File: config.mk
export PLATFORM = sky130hd
export DESIGN_NAME = pwm_seq_ctrl
export DESIGN_NICKNAME = d
export VERILOG_FILES = /design/src/rtl/pwm_seq_pkg.sv /design/src/rtl/pwm_seq_buf.sv /design/src/rtl/pwm_seq_ctrl.sv
export SDC_FILE = /design/constraint.sdc
export NUM_CORES = 1
export LEC_CHECK = 0
export ABC_AREA = 1
export CAP_MARGIN = 0
export CORE_MARGIN = 1
export CORE_UTILIZATION = 38
export CTS_CLUSTER_SIZE = 8
export DETAILED_ROUTE_END_ITERATION = 16
export HOLD_SLACK_MARGIN = 0.06
export MAX_ROUTING_LAYER = met4
export PLACE_DENSITY = 0.53
export SETUP_SLACK_MARGIN = 0.4
export SLEW_MARGIN = 30
export SYNTH_ARGS = -nofsm -noshare
export SYNTH_HDL_FRONTEND = slang
export SYNTH_SLANG_ARGS = --single-unit
File: constraint.sdc
create_clock -name clk_i -period 7.6 [get_ports clk_i]
set_clock_uncertainty 0.15 [all_clocks]
set_input_delay 2.28 -clock clk_i [delete_from_list [all_inputs] [get_ports clk_i]]
set_output_delay 2.28 -clock clk_i [all_outputs]
set_load 0.005 [all_outputs]
File: src/rtl/pwm_seq_pkg.sv
// pwm_seq_pkg: shared types and default widths for the PWM duty sequencer.
// Holds the FSM state enum and default parameter values.
package pwm_seq_pkg;

  localparam int CH_NUM_DEF    = 4;
  localparam int CRX_WIDTH_DEF = 16;
  localparam int DEPTH_DEF     = 8;
  localparam int RPT_WIDTH_DEF = 8;

  typedef enum logic [1:0] {
    ST_IDLE,
    ST_LOAD,
    ST_HOLD,
    ST_DONE
  } pwm_seq_state_e;

endpackage

File: src/rtl/pwm_seq_buf.sv
// pwm_seq_buf: entry register file with append write, length counter,
// clear, and combinational read at rd_idx_i. Ports: wr_en_i/wr_data_i, clr_i, rd_idx_i/rd_data_o, len_o, full_o.
import pwm_seq_pkg::*;

module pwm_seq_buf #(
  parameter int DW    = 64,
  parameter int DEPTH = 8,
  parameter int IW    = $clog2(DEPTH),
  parameter int LW    = IW + 1
) (
  input  logic          clk_i,
  input  logic          rst_n_i,
  input  logic          wr_en_i,
  input  logic [DW-1:0] wr_data_i,
  input  logic          clr_i,
  input  logic [IW-1:0] rd_idx_i,
  output logic [DW-1:0] rd_data_o,
  output logic [LW-1:0] len_o,
  output logic          full_o
);

  logic [DW-1:0] mem_q [DEPTH];
  logic [LW-1:0] len_q, len_d;

  always_comb begin
    len_d = len_q;
    if (clr_i)
      len_d = '0;
    else if (wr_en_i)
      len_d = len_q + 1'b1;
  end

  always_ff @(posedge clk_i or negedge rst_n_i) begin
    if (!rst_n_i)
      len_q <= '0;
    else
      len_q <= len_d;
  end

  // Contents are not reset; len_q alone says what is valid.
  always_ff @(posedge clk_i) begin
    if (wr_en_i && !clr_i)
      mem_q[len_q[IW-1:0]] <= wr_data_i;
  end

  assign rd_data_o = mem_q[rd_idx_i];
  assign len_o     = len_q;
  assign full_o    = (len_q == LW'(DEPTH));

endmodule

File: src/rtl/pwm_seq_ctrl.sv
// pwm_seq_ctrl: plays buffered compare sets one per PWM period, strobing crr_o.
// Ports: wr_* fill, clr_i/en_i/stop_i control, ov_i period pulse, crr_* out; PWM_SEQ_LOOP_EN adds loop_i.
import pwm_seq_pkg::*;

module pwm_seq_ctrl #(
  parameter int CH_NUM    = CH_NUM_DEF,
  parameter int CRX_WIDTH = CRX_WIDTH_DEF,
  parameter int DEPTH     = DEPTH_DEF,
  parameter int RPT_WIDTH = RPT_WIDTH_DEF
) (
  input  logic                          clk_i,
  input  logic                          rst_n_i,
  input  logic                          wr_valid_i,
  input  logic [CH_NUM*CRX_WIDTH-1:0]   wr_data_i,
  output logic                          wr_ready_o,
  input  logic                          clr_i,
  input  logic                          en_i,
  input  logic                          stop_i,
  input  logic [RPT_WIDTH-1:0]          rpt_i,
`ifdef PWM_SEQ_LOOP_EN
  input  logic [RPT_WIDTH-1:0]          loop_i,
`endif
  input  logic                          ov_i,
  output logic [CH_NUM*CRX_WIDTH-1:0]   crr_o,
  output logic                          crr_vld_o,
  output logic [$clog2(DEPTH):0]        len_o,
  output logic                          busy_o,
  output logic                          done_o
);

  localparam int DW = CH_NUM * CRX_WIDTH;
  localparam int IW = $clog2(DEPTH);
  localparam int LW = IW + 1;

  pwm_seq_state_e state_q, state_d;
  logic [IW-1:0]        idx_q, idx_d;
  logic [RPT_WIDTH-1:0] rpt_cnt_q, rpt_cnt_d;
  logic [RPT_WIDTH-1:0] rpt_val_q, rpt_val_d;
  logic [DW-1:0]        crr_q, crr_d;
  logic                 crr_vld_q, crr_vld_d;
`ifdef PWM_SEQ_LOOP_EN
  logic [RPT_WIDTH-1:0] loop_cnt_q, loop_cnt_d;
`endif

  logic          idle;
  logic          full;
  logic          last;
  logic [LW-1:0] len;
  logic [DW-1:0] rd_data;

  assign idle       = (state_q == ST_IDLE);
  assign wr_ready_o = idle && !full;
  assign last       = !({1'b0, idx_q} < (len - 1'b1));

  pwm_seq_buf #(
    .DW    (DW),
    .DEPTH (DEPTH)
  ) u_buf (
    .clk_i     (clk_i),
    .rst_n_i   (rst_n_i),
    .wr_en_i   (wr_valid_i && wr_ready_o && !clr_i),
    .wr_data_i (wr_data_i),
    .clr_i     (clr_i && idle),
    .rd_idx_i  (idx_d),
    .rd_data_o (rd_data),
    .len_o     (len),
    .full_o    (full)
  );

  always_comb begin
    state_d   = state_q;
    idx_d     = idx_q;
    rpt_cnt_d = rpt_cnt_q;
    rpt_val_d = rpt_val_q;
`ifdef PWM_SEQ_LOOP_EN
    loop_cnt_d = loop_cnt_q;
`endif
    if (stop_i && !idle) begin
      state_d = ST_IDLE;
    end else begin
      unique case (state_q)
        ST_IDLE: begin
          if (en_i && (len != '0)) begin
            state_d   = ST_LOAD;
            idx_d     = '0;
            rpt_cnt_d = rpt_i;
            rpt_val_d = rpt_i;
`ifdef PWM_SEQ_LOOP_EN
            loop_cnt_d = loop_i;
`endif
          end
        end
        ST_LOAD: state_d = ST_HOLD;
        ST_HOLD: begin
          if (ov_i) begin
            if (rpt_cnt_q != '0) begin
              rpt_cnt_d = rpt_cnt_q - 1'b1;
            end else begin
              rpt_cnt_d = rpt_val_q;
              if (!last) begin
                idx_d   = idx_q + 1'b1;
                state_d = ST_LOAD;
`ifdef PWM_SEQ_LOOP_EN
              end else if (loop_cnt_q != '0) begin
                loop_cnt_d = loop_cnt_q - 1'b1;
                idx_d      = '0;
                state_d    = ST_LOAD;
`endif
              end else begin
                state_d = ST_DONE;
              end
            end
          end
        end
        ST_DONE: state_d = ST_IDLE;
        default: state_d = ST_IDLE;
      endcase
    end
  end

  // Capture the entry on the way into LOAD so the strobe and
  // its data are both registered during the LOAD cycle.
  always_comb begin
    crr_d     = crr_q;
    crr_vld_d = 1'b0;
    if (state_d == ST_LOAD) begin
      crr_d     = rd_data;
      crr_vld_d = 1'b1;
    end
  end

  always_ff @(posedge clk_i or negedge rst_n_i) begin
    if (!rst_n_i) begin
      state_q   <= ST_IDLE;
      idx_q     <= '0;
      rpt_cnt_q <= '0;
      rpt_val_q <= '0;
      crr_q     <= '0;
      crr_vld_q <= 1'b0;
`ifdef PWM_SEQ_LOOP_EN
      loop_cnt_q <= '0;
`endif
    end else begin
      state_q   <= state_d;
      idx_q     <= idx_d;
      rpt_cnt_q <= rpt_cnt_d;
      rpt_val_q <= rpt_val_d;
      crr_q     <= crr_d;
      crr_vld_q <= crr_vld_d;
`ifdef PWM_SEQ_LOOP_EN
      loop_cnt_q <= loop_cnt_d;
`endif
    end
  end

  assign crr_o     = crr_q;
  assign crr_vld_o = crr_vld_q;
  assign len_o     = len;
  assign busy_o    = !idle;
  assign done_o    = (state_q == ST_DONE);

endmodule
== Yosys cells after proc, flatten, opt, wreduce, memory -nomap -nowiden ==
Memory sizes are Yosys's and may differ from the RTL's. A register that Yosys moved wholly into a read port is not among the register bits.
Index checks and enable logic that the tools add are counted.
Storage, ports and cells
  logic and storage cells: 60
  input port bits: 79
  memories: 1
  bits in writable memories: 512
  register bits after elaboration: 26
Memory list
  u_buf.mem_q: depth 8, bits a word 64, read ports 1, clocked after memory_dff 1, write ports 1, line pwm_seq_buf.sv:22  | logic [DW-1:0] mem_q [DEPTH];
Cells by class
  eq/ne operators: 7
  magnitude comparators: 1
  bitwise gates (word level): 1
  $add $sub $neg: 4
  reduce and logical (&&, ||, !) cells: 19
  multiplexer cells: 21
Operators with widths (count)
  $mux W8: 3
  $pmux W8 S2: 1
  $mux W3: 5
  $mux W2: 5
  $mux W4: 2
  $pmux W2 S4: 1
  $reduce_bool A8 Y1: 1
  $sub A8 B1 Y8 const B: 1
  $logic_and A1 B1 Y1: 7
  $pmux W3 S2: 1
  $logic_not A1 Y1: 5
  $add A4 B1 Y4 const B: 1
  $eq A2 B1 Y1 const B: 2
  $eq A2 B2 Y1 const B: 2
  $eq A4 B4 Y1 const B: 1
  $lt A3 B4 Y1: 1
  $reduce_and A4 Y1: 1
  $reduce_bool A2 Y1: 2
  $reduce_bool A4 Y1: 1
  $sub A4 B1 Y4 const B: 1
  $add A3 B1 Y3 const B: 1
  $mux W1: 3
  $reduce_and A3 Y1: 1
  $logic_not A2 Y1: 1
  3 further kinds: 3

== Depth between registers and ports, before layout ==
Gate-level depths: netlist (run 1).
  depth after elaboration: 9
  gate-level depth with buffers: 19
  mapped depth without buffers: 17

== Hierarchy ==
From an unflattened synthesis (run 1), not the netlist that was laid out.
Second synthesis, totals
  cells, all modules: 2697
  area total of the unflattened synthesis: 26426.6 um^2
Modules (own cells, without submodules)
  pwm_seq_buf: area an instance 22615.4 um^2, instances 1, cells an instance 2253, seq. area each 15474.8 um^2
  pwm_seq_ctrl: area an instance 3811.2 um^2, instances 1, cells an instance 444, seq. area each 2152.1 um^2

== Least setup slack after synthesis (run 1) ==
Ideal clock, no wire load.
  path type: in2reg
  start: in wr_valid_i
  end: mem u_buf.mem_q[7][0], enable pin
  arrival time: 5435 ps
  slack: 1526 ps
  path buffers: 0
  stages: 6
  path through: nand2_1 > nor2_1 > inv_1 > nor2_1 > inv_1 > nor2_1
Between the ends
  word-level cells in the longest chain between the ends: 5
Ends and longest elaborated chain
  start, declared: line pwm_seq_ctrl.sv:13  | input logic wr_valid_i,
  $logic_and A1 B1 Y1 (2 in a row): line pwm_seq_ctrl.sv:61  | .wr_en_i (wr_valid_i && wr_ready_o && !clr_i),
  $logic_and A1 B1 Y1: line pwm_seq_buf.sv:42  | if (wr_en_i && !clr_i)
  $mux W1: line pwm_seq_buf.sv:42
  $mux W1 (not written as such): line pwm_seq_buf.sv:43  | mem_q[len_q[IW-1:0]] <= wr_data_i;
  end, declared: line pwm_seq_buf.sv:22
No other way between the ends.

== Worst setup path after layout (run 1) ==
  start: in en_i
  end: reg crr_q[3] (netlist: crr_o[3]) (read register of u_buf.mem_q)
Between the ends
  word-level cells in the longest chain between the ends: 5
  elaborated cells on any way between the ends: 8
Ends and longest elaborated chain
  start, declared: line pwm_seq_ctrl.sv:17  | input logic en_i,
  $logic_and A1 B1 Y1 (*): line pwm_seq_ctrl.sv:83  | if (en_i && (len != '0)) begin
  $mux W2: line pwm_seq_ctrl.sv:83
  $pmux W2 S4: line pwm_seq_ctrl.sv:81  | unique case (state_q)
  $mux W2: line pwm_seq_ctrl.sv:78  | if (stop_i && !idle) begin
  $eq A2 B1 Y1: line pwm_seq_ctrl.sv:126  | if (state_d == ST_LOAD) begin
  end, declared: line pwm_seq_ctrl.sv:39  | logic [DW-1:0] crr_q, crr_d;
Mark *: on every way between the ends. The rest lies on a longest branch, timed or not.
A chain may end at the register's enable or synchronous reset.

==> run summary, run 1 <==
• FF-to-FF setup slack: 3.79 ns
• register area: 17600 µm²
• grt total ovfl: 0
• most area-hungry cell type in the Yosys netlist: sky130_fd_sc_hd__edfxtp_1
• Cell Area, Synth: 26100 µm²
• number of cell instances on the worst register-to-register path: 13
• first drt pass iteration count: 5
• number of buffers on the longest clock path: 3
• startpoint type of the worst setup path: primary input
• Residual DRC: 0
• chip width: 264 µm
• cells after synthesis: 2455
• worst voltage drop across the vdd grid: 224 µV
• Max Cap Violations: 0
• RSZ-0062 raised after global routing: no
• portion of synthesized cell area occupied by the leading cell type: 58.9%
• worst min path class: reg2reg
• multiplexer area fraction after synthesis: 0.302%
• maximum number of pins on one net before global-route repair: 145
• CTS buffer count: 85
• combinational family with the most area after synthesis: simple AND/OR/NAND/NOR gates
• worst reg2reg path startpoint: u_buf.len_o[1]
• insertion delay of the later-clocked pin in the worst-skew pair: 0.62 ns
• start-to-end type of the worst setup path: in2reg
• arrival time of the worst setup path: 5.39 ns
• fin nets: 2667
• number of buffer cells added on primary ports: 150
• xor-xnor portion of the synthesized cell area: 0.201%
• ANT nets after route: 0
• combined area of the multi-input logic cells: 6020 µm²
• TritonCTS clock tree: yes
• count of cell types in the netlist: 29
• worst slew margin relative to its limit: 40.7%
• worst hold path startpoint: crr_o[5]
• post-synthesis adder-cell area fraction: 0.336%
• sink count of the clock tree: 602
• status: finished, final reports clean
• fraction of final layout cells sized beyond drive strength 1: 6.17%
• CTS H-Tree Depth: 3
• fraction of the mapped netlist area in simple logic gates: 20.9%
• top library cells by usage in the layout, fill and taps aside: sky130_fd_sc_hd__nand3_1, sky130_fd_sc_hd__edfxtp_1, sky130_fd_sc_hd__inv_1, sky130_fd_sc_hd__nand2_1, sky130_fd_sc_hd__clkdlybuf4s50_1
• post-cts hold buffer count: 0
• wire length of the first global-routing pass: 103 mm
• CTS clock-pin slew for the worst setup and hold paths: 0.05 ns
• total of flip-flops plus latches after synthesis: 602
• area grow syn2layout: 18.7%
• Synth Area in Compound Gates: 0.997%
• total half-perimeter wirelength after legalization and detailed placement: 33.6 mm
• initial cell density of the core: 38.7%
• drt initial violations: 1262
• final standard cell area without fillers: 31000 µm²
• Power Density: 307 nW/µm²
• cell row count: 95
• Finished Core Util: 45.9%
• Setup Total Neg Slack: 0 ns
• clock tree root driver cell: sky130_fd_sc_hd__clkbuf_16
• endpoint of the worst register-to-register path: crr_o[3]
• leading cell types by total area after synthesis: sky130_fd_sc_hd__edfxtp_1, sky130_fd_sc_hd__nand3_1, sky130_fd_sc_hd__dfrtp_1
• time the final worst path needs with I/O delays and setup: 5.06 ns
• share of synthesized area occupied by flip-flops and latches: 67.5%
• Floorplan Core Area: 67500 µm²
• Final Setup Violations: 0
• number of global-route vias before repair: 17200
• worst-path maximum fanout: 140
• average wire per cell in the routed design: 19.1 µm
• Gates resized, CTS repair: 0
• Post-Synthesis Net Count: 2541
• initial antenna violation count: 9
• DIE HEIGHT: 264 µm
• number of pins exceeding their max-slew limit in the final report: 0
• count of fill cells added during filler insertion: 6122
• highest achievable clock rate: 198 MHz
• number of vias per cell: 4.97
• Setup crit start: en_i
• end point of the worst hold path: crr_o[5]
• global-route total usage across every layer: 20.0%
• endpoints failing hold: 0
• I/O pin total: 151
• required time of the worst setup path: 7.94 ns
• cell area after placement: 28500 µm²
• Via Count: 17500
• routability cong.: 0.759
• leakage power: 13.0 nW
• post-CTS setup-driven buffer insertion count: 0
• full die area: 69700 µm²
• synthesized area divided by synthesized cell count: 10.6 µm²
• worst slew pin tran: 0.890 ns
• number of cells on the worst hold path: 2
• final wirelength: 67.3 mm
• endpoint type of the worst setup path: flop
• Tcrit/Tclk final: 66.6%
• most common cell after layout, fill and taps aside: sky130_fd_sc_hd__nand3_1
• Yosys warning count: 0
## layout make-up
cell class              instances  share of cell area (%)
well taps                     873                    3.53
clock buffers                 144                    7.72
inverters                     483                    5.86
clock inverters                 5                   0.174
diodes                          9                  0.0727
repair buffers                183                    6.31
flip-flops and latches        602                    56.9
multi-input cells            1226                    19.4
## per-stage QoR
stage	hold slack (ns)	instances	worst slack (ns)	power [mW]
finish	0.325	3525	2.54	9.50
global placement	0.314	3364	1.93	6.06
global route	0.345	3525	2.30	9.93
detailed placement	0.315	3365	1.90	6.08
floorplan	0.304	2455	1.53	5.18
CTS	0.330	3514	2.53	9.62
## worst max-delay path by stage
| stage | slack, ns | to | depth (start not counted) |
|---|---|---|---|
| finish | 2.54 | crr_o[3] | 11 |
| CTS | 2.53 | crr_o[3] | 11 |
| floorplan | 1.53 | u_buf.mem_q[7][0] | 6 |
| detailed placement | 1.90 | crr_o[3] | 11 |
| global placement | 1.93 | crr_o[18] | 11 |
| global route | 2.30 | crr_o[3] | 11 |
## metal layers
metal	wire (µm)	up-vias	track usage, %	part of all wire [%]
met4	1590	0	6.68	2.4
met5	0	-	-	0
met1	29500	8555	25.0	44
li1	-	8415	-	-
met3	3340	115	3.75	5.0
met2	32900	449	32.7	49
## logic make-up after synthesis
group / count (synthesis)
AOI/OAI and AO/OA: 43
xor gates and xnor gates: 6
adders and majority gates: 7
buffers and inverters: 627
DFF: 602
muxes: 7
and+or+nand+nor: 1163
## worst max-delay path: stages
cell                              delay (ns)
sky130_fd_sc_hd__clkdlybuf4s50_1        0.45
sky130_fd_sc_hd__nand3_1                0.47
sky130_fd_sc_hd__nand2_1                0.35
sky130_fd_sc_hd__nand2_4                0.45
sky130_fd_sc_hd__nand2_4                0.25
sky130_fd_sc_hd__buf_12                 0.51
sky130_fd_sc_hd__nand2_1                0.11
sky130_fd_sc_hd__nand3_1                0.10
sky130_fd_sc_hd__nand3_1                0.09
sky130_fd_sc_hd__nand3_1                0.16
sky130_fd_sc_hd__nand2_1                0.06
## power breakdown
part / switching [mW] / leakage (nW) / internal (mW)
sequential: 0.188 / 5.74 / 3.96
combinational: 1.16 / 6.08 / 0.687
clock: 1.38 / 1.16 / 2.12
## flip-flops by register name (all words and copies together), names as in the netlist
name	count
crr_o	64
crr_vld_o	1
idx_q	3
rpt_cnt_q	8
rpt_val_q	8
state_q	2
u_buf.len_o	4
u_buf.mem_q	512
## cell usage after synthesis (all sizes together)
cell type and number:
edfxtp 512, nor3 3, buf 131, nand3 650, nor2 23, xor2 5, mux2 7, o22ai 2
inv 483, xnor2 1, a211oi 2, nand3b 64, o21bai 1, o21ai 17, nand2 423, a21oi 13
a22oi 4, clkbuf 13, a31oi 1, o211ai 3, dfrtp 90, ha 7
Note: power is estimated with default switching activity, not from simulation.
==> inputs of run 2 (changes only) <==
Settings changed: PLACE_DENSITY 0.53 to 0.55.
Clock period 7.6 ns to 4.3 ns, I/O delays scaled along.
==> run 2 against run 1 <==
Against the previous run: register-to-register slack got worse by 2.8 ns; via count rose by 1.1%; global-route usage barely moved; final area rose by 1.5%; wire length fell by 0.24%; largest power group unchanged; highest routed layer unchanged.
==> run summary, run 2 (synthesized netlist as in run 1, its figures left out) <==
• status: finished, final reports clean, unchanged
• Worst Slack Setup Final: 0.737 ns, was 2.54 ns
• arrival time of the worst setup path: 2.12 ns, was 5.39 ns
• Non-Filler Instances: 3558, was 3525
• number of buffer cells added on primary ports: 150, unchanged
• number of pins exceeding their max-slew limit in the final report: 0, unchanged
• endpoints failing hold: 0, unchanged
• ANT nets after route: 0, unchanged
• number of vias per cell: 4.98, was 4.97
• worst slew margin relative to its limit: 39.6%, was 40.7%
• endpoint type of the worst setup path: primary output, was flop
• startpoint type of the worst setup path: flop, was primary input
• final standard cell area without fillers: 31500 µm², was 31000 µm²
• routability cong.: 0.804, was 0.759
• area grow syn2layout: 20.5%, was 18.7%
• Residual DRC: 0, unchanged
• internal power component: 12.1 mW, was 6.77 mW
• Floorplan Core Area: 67500 µm², unchanged
• start-to-end type of the worst setup path: reg2out, was in2reg
• wire length of the first global-routing pass: 104 mm, was 103 mm
• Max Cap Violations: 0, unchanged
• worst voltage drop across the vdd grid: 296 µV, was 224 µV
• fraction of final layout cells sized beyond drive strength 1: 7.03%, was 6.17%
• Tcrit/Tclk final: 82.9%
• global-route total usage across every layer: 20.1%, was 20.0%
• CP max stage cell: sky130_fd_sc_hd__clkdlybuf4s50_1, was sky130_fd_sc_hd__buf_12
• post-CTS setup-driven buffer insertion count: 0, unchanged
• top library cells by usage in the layout, fill and taps aside: sky130_fd_sc_hd__nand3_1, sky130_fd_sc_hd__edfxtp_1, sky130_fd_sc_hd__inv_1, sky130_fd_sc_hd__nand2_1, sky130_fd_sc_hd__clkdlybuf4s50_1, unchanged
• average wire per cell in the routed design: 18.9 µm, was 19.1 µm
• initial antenna violation count: 6, was 9
• initial cell density of the core: 38.7%, unchanged
• DIE HEIGHT: 264 µm, unchanged
• clock tree root driver cell: sky130_fd_sc_hd__clkbuf_16, unchanged
• Via Count: 17700, was 17500
• worst min path class: reg2reg, unchanged
• Final Setup Violations: 0, unchanged
• chip width: 264 µm, unchanged
• worst slew pin tran: 0.907 ns, was 0.890 ns
• number of global-route vias before repair: 17700, was 17200
• sink count of the clock tree: 602, unchanged
• cell area after placement: 28900 µm², was 28500 µm²
• final wirelength: 67.2 mm, was 67.3 mm
• part of the power in combinational logic: 19.8%, was 19.5%
• maximum number of pins on one net before global-route repair: 100, was 145
• post-cts hold buffer count: 0, unchanged
• full die area: 69700 µm², unchanged
• required time of the worst setup path: 2.86 ns, was 7.94 ns
• switching share of power: 28.6%, was 28.7%
• first drt pass iteration count: 8, was 5
• ordered cell list for the critical path: inv_1, ha_1, nand3_1, nand2_1, inv_1, clkdlybuf4s50_1, was clkdlybuf4s50_1, nand3_1, nand2_1, nand2_4, nand2_4, buf_12, nand2_1, nand3_1, nand3_1, nand3_1, nand2_1
• pre-CTS worst setup slack: 0.508 ns, was 1.90 ns
• clock network fraction of design power: 36.8%, about the same
• TritonCTS clock tree: yes, unchanged
• time the final worst path needs with I/O delays and setup: 3.56 ns
• grt total ovfl: 0, unchanged
• leakage power: 13.2 nW, was 13.0 nW
• number of buffers on the longest clock path: 3, unchanged
• I/O pin total: 151, unchanged
• total half-perimeter wirelength after legalization and detailed placement: 36.2 mm, was 33.6 mm
• CTS clock-pin slew for the worst setup and hold paths: 0.05 ns, about the same
• crit-path most repeated cell: sky130_fd_sc_hd__inv_1, was sky130_fd_sc_hd__nand3_1
• RSZ-0062 raised after global routing: no, unchanged
• sequential share of power: 43.4%, was 43.7%
• count of fill cells added during filler insertion: 6108, was 6122
• switching power total: 4.85 mW, was 2.73 mW
• highest achievable clock rate: 281 MHz
• CTS buffer count: 85, unchanged
• CTS H-Tree Depth: 3, unchanged
• Largest register FFs: 512, unchanged
• worst-path maximum fanout: 5, was 140
• fin nets: 2691, was 2667
• most common cell after layout, fill and taps aside: sky130_fd_sc_hd__nand3_1, unchanged
• insertion delay of the later-clocked pin in the worst-skew pair: 0.62 ns, about the same
• drt initial violations: 1231, was 1262
• cell row count: 95, unchanged
• Gates resized, CTS repair: 0, unchanged
• slowest cell delay on critical path: 0.50 ns, was 0.51 ns
• Power Density: 539 nW/µm², was 307 nW/µm²
• Cells after DPL: 3391, was 3365
[run 2: changes by cell type in the layout (fill, tap and decap cells not counted), sizes merged]
cell	change
clkinvlp	-1
clkbuf	+9
buf	+24
clkinv	+3
inv	-2
[run 2: stage by stage]
stage	hold WS, ns	setup TNS, ns	utilization, %	power, mW
2_1_floorplan	0.304	-166.59	-	9.17
3_3_place_gp	0.321	0	42.9	10.8
3_5_place_dp	0.323	0	42.9	10.9
4_1_cts	0.335	0	46.6	17.2
5_1_grt	0.360	0	46.6	17.8
6_report	0.329	0	46.6	17.0
[run 2: final cells by class]
type	count	area [µm²]	area share [%]
sequential	602	17600	56.0
antenna	9	22.5	0.0716
timing repair buffer	207	2380	7.56
clock buffer	153	2450	7.78
clock inverter	5	48.8	0.155
inverter	483	1820	5.78
tap	873	1090	3.47
multi-input combinational	1226	6020	19.1
[run 2: routing by layer]
layer  vias to the layer above  part of all wire [%]  global-route usage, %
met5                         -                     0                      -
met4                         0                   2.4                   7.39
met3                       121                   5.5                   3.23
met2                       457                    50                   33.2
met1                      8685                    43                   24.8
li1                       8467                     -                      -
[run 2: critical path, delay by kind of cell, from the launching register on]
family                     cells  cell delay, ns
buffers and inverters          3            0.69
DFF                            1            0.42
adders and majority gates      1            0.25
and+or+nand+nor                2            0.16
[run 2: power by group through the flow]
| stage | clock network [mW] | registers [mW] | logic [mW] |
|---|---|---|---|
| 6_report | 6.24 | 7.36 | 3.36 |
| 4_1_cts | 6.38 | 7.37 | 3.42 |
| 3_3_place_gp | 0 | 7.48 | 3.35 |
| 3_5_place_dp | 0 | 7.47 | 3.40 |
| 5_1_grt | 6.63 | 7.42 | 3.70 |
| 2_1_floorplan | 0 | 7.37 | 1.79 |
[run 2: worst paths after layout]
check | cells after the start | start | endpoint | slack [ns]
setup / recovery | 6 | u_buf.len_o[0] | wr_ready_o | 0.74
hold / removal | 2 | crr_o[12] | crr_o[12] | 0.33
setup reg to reg | 15 | u_buf.len_o[0] | crr_o[40] | 1.03
hold reg to reg | 2 | crr_o[12] | crr_o[12] | 0.33
max in group asynchronous | 2 | rst_n_i | crr_o[63] | 2.72
min in group asynchronous | 1 | rst_n_i | crr_o[5] | 0.44
==> inputs of run 3 (changes only) <==
Settings changed: PLACE_DENSITY 0.55 to 0.53.
Clock period 4.3 ns to 3.55 ns, I/O delays scaled along.
==> run 3 against run 2 <==
Against the previous run: sequential power is 21% higher; register-to-register slack worse by 0.43 ns; wire length rose by 4.4%; final area is 3.1% higher; worst hold slack lost 0.13 ns; combinational power increased by 36%; total power is 24% higher; utilization up 1.5 points; largest cell class unchanged.
==> run summary, run 3 (synthesized netlist as in run 1, its figures left out) <==
• final wirelength: 70.1 mm, was 67.2 mm
• most common cell after layout, fill and taps aside: sky130_fd_sc_hd__nand3_1, unchanged
• clock tree root driver cell: sky130_fd_sc_hd__clkbuf_16, unchanged
• global-route total usage across every layer: 20.5%, was 20.1%
• Finished Core Util: 48.0%, was 46.6%
• part of the power in combinational logic: 21.7%, was 19.8%
• ordered cell list for the critical path: nor2_2, inv_1, clkdlybuf4s50_1, was inv_1, ha_1, nand3_1, nand2_1, inv_1, clkdlybuf4s50_1
• post-cts hold buffer count: 0, unchanged
• CTS buffer count: 85, unchanged
• routability cong.: 0.806, was 0.804
• time the final worst path needs with I/O delays and setup: 3.07 ns
• Non-Filler Instances: 3605, was 3558
• sequential share of power: 42.3%, was 43.4%
• insertion delay of the later-clocked pin in the worst-skew pair: 0.62 ns, about the same
• I/O pin total: 151, unchanged
• CP max stage cell: sky130_fd_sc_hd__clkdlybuf4s50_1, unchanged
• required time of the worst setup path: 2.33 ns, was 2.86 ns
• wire length of the first global-routing pass: 107 mm, was 104 mm
• TritonCTS clock tree: yes, unchanged
• count of fill cells added during filler insertion: 6100, was 6108
• CTS H-Tree Depth: 3, unchanged
• Cells after DPL: 3435, was 3391
• top library cells by usage in the layout, fill and taps aside: sky130_fd_sc_hd__nand3_1, sky130_fd_sc_hd__edfxtp_1, sky130_fd_sc_hd__inv_1, sky130_fd_sc_hd__nand2_1, sky130_fd_sc_hd__clkdlybuf4s50_1, unchanged
• register area: 17600 µm², about the same
• number of pins exceeding their max-slew limit in the final report: 0, unchanged
• status: finished, final reports clean, unchanged
• endpoint type of the worst setup path: primary output, unchanged
• number of global-route vias before repair: 18000, was 17700
• endpoints failing hold: 0, unchanged
• first drt pass iteration count: 5, was 8
• internal power component: 15.0 mW, was 12.1 mW
• Max Cap Violations: 0, unchanged
• startpoint type of the worst setup path: flop, unchanged
• Tcrit/Tclk final: 86.4%
• number of buffers on the longest clock path: 3, unchanged
• Largest register FFs: 512, unchanged
• worst voltage drop across the vdd grid: 327 µV, was 296 µV
• Power Density: 647 nW/µm², was 539 nW/µm²
• sink count of the clock tree: 602, unchanged
• RSZ-0062 raised after global routing: yes, was no
• arrival time of the worst setup path: 1.85 ns, was 2.12 ns
• switching power total: 6.03 mW, was 4.85 mW
• area grow syn2layout: 24.3%, was 20.5%
• worst min path class: in2async, was reg2reg
• cell row count: 95, unchanged
• average wire per cell in the routed design: 19.5 µm, was 18.9 µm
• DIE HEIGHT: 264 µm, unchanged
• worst-path maximum fanout: 6, was 5
• drt initial violations: 1343, was 1231
• Setup Total Neg Slack: 0 ns, unchanged
• initial cell density of the core: 38.7%, unchanged
• total half-perimeter wirelength after legalization and detailed placement: 39.5 mm, was 36.2 mm
• number of vias per cell: 4.98, about the same
• fin nets: 2746, was 2691
• highest achievable clock rate: 326 MHz
• initial antenna violation count: 7, was 6
• full die area: 69700 µm², unchanged
• maximum number of pins on one net before global-route repair: 70, was 100
• chip width: 264 µm, unchanged
• Final Setup Violations: 0, unchanged
• worst reg2reg path startpoint: u_buf.len_o[1], was u_buf.len_o[0]
• fraction of final layout cells sized beyond drive strength 1: 9.10%, was 7.03%
• combined area of the multi-input logic cells: 6040 µm², was 6020 µm²
• worst slew margin relative to its limit: 62.0%, was 39.6%
• FF-to-FF setup slack: 0.60 ns, was 1.03 ns
• worst slew pin tran: 0.569 ns, was 0.907 ns
• switching share of power: 28.7%, was 28.6%
• ANT nets after route: 0, unchanged
• kind of cell with the highest combined delay on the critical path: buffers and inverters, unchanged
• endpoint of the worst register-to-register path: crr_o[0], was crr_o[40]
• Via Count: 18000, was 17700
• number of cell instances on the worst register-to-register path: 17, was 15
• CTS clock-pin slew for the worst setup and hold paths: 0.05 ns, about the same
• slowest cell delay on critical path: 0.46 ns, was 0.50 ns
• Residual DRC: 0, unchanged
• number of buffer cells added on primary ports: 150, unchanged
• leakage power: 13.7 nW, was 13.2 nW
• number of buffers and inverters on the critical path: 2, was 3
• grt total ovfl: 0, unchanged
• start-to-end type of the worst setup path: reg2out, unchanged
• clock network fraction of design power: 36.0%, was 36.8%
• Floorplan Core Area: 67500 µm², unchanged
run 3: how the worst max path moves through the flow:
stage	start	end	slack, ns	cells past startpoint
global route	u_buf.len_o[1]	crr_o[32]	0.39	19
detailed placement	ov_i	crr_o[43]	0.11	12
finish	state_q[0]	busy_o	0.48	3
global placement	ov_i	crr_o[43]	0.13	12
CTS	state_q[0]	busy_o	0.45	3
floorplan	wr_valid_i	u_buf.mem_q[1][0]	-0.22	6
run 3: area by class of cell:
class | count | area share [%]
Sequential cell | 602 | 54.4
Multi-Input combinational cell | 1226 | 18.6
Clock buffer | 147 | 7.47
Antenna cell | 7 | 0.0540
Timing Repair Buffer | 261 | 10.3
Timing Repair inverter | 1 | 0.0347
Clock inverter | 5 | 0.150
Inverter | 483 | 5.68
Tap cell | 873 | 3.37
run 3: per-layer routing:
metal / vias to the layer above / global-route usage (%) / share of wire [%] / routed length (µm)
li1: 8603 / - / - / -
met1: 8737 / 26.3 / 43 / 30300
met2: 498 / 33.0 / 48 / 33800
met3: 122 / 3.71 / 6.3 / 4390
met4: 0 / 6.88 / 2.3 / 1610
met5: - / - / 0 / 0
run 3: power by group through the flow:
stage               Combinational, mW  Clock [mW]  Sequential, mW
finish                           4.56        7.55            8.88
global route                     4.98        8.01            8.95
CTS                              4.52        7.73            8.89
detailed placement               4.48           0            9.02
global placement                 4.44           0            9.02
floorplan                        2.18           0            8.92
run 3: per-stage QoR:
stage	total power [mW]	hold WS [ns]	instance area (µm²)	setup slack (ns)
3_5_place_dp	13.5	0.316	29700	0.113
6_report	21.0	0.200	32400	0.483
2_1_floorplan	11.1	0.304	26100	-0.219
5_1_grt	21.9	0.199	32400	0.388
4_1_cts	21.1	0.181	32100	0.452
3_3_place_gp	13.5	0.316	29700	0.130
run 3: timing repair:
item	CTS	global route
pin swaps	0	2
setup buffers	2	3
gates cloned	0	6
resized for setup	4	23
endpoints found under the setup margin	40	64
run 3: worst register-to-register path, stage by stage (launching register included):
cell and delay (ns):
sky130_fd_sc_hd__dfrtp_2 0.40, sky130_fd_sc_hd__inv_1 0.09, sky130_fd_sc_hd__ha_2 0.29, sky130_fd_sc_hd__ha_1 0.27, sky130_fd_sc_hd__o21ai_0 0.07, sky130_fd_sc_hd__nand2_1 0.06
sky130_fd_sc_hd__nand2_1 0.06, sky130_fd_sc_hd__nand2_1 0.05, sky130_fd_sc_hd__nand2_2 0.09, sky130_fd_sc_hd__nand2_2 0.11, sky130_fd_sc_hd__o21bai_4 0.17, sky130_fd_sc_hd__buf_12 0.19
sky130_fd_sc_hd__buf_4 0.33, sky130_fd_sc_hd__nand3_1 0.15, sky130_fd_sc_hd__nand3_1 0.10, sky130_fd_sc_hd__nand3_1 0.07, sky130_fd_sc_hd__nand3_1 0.12, sky130_fd_sc_hd__nand2_1 0.07
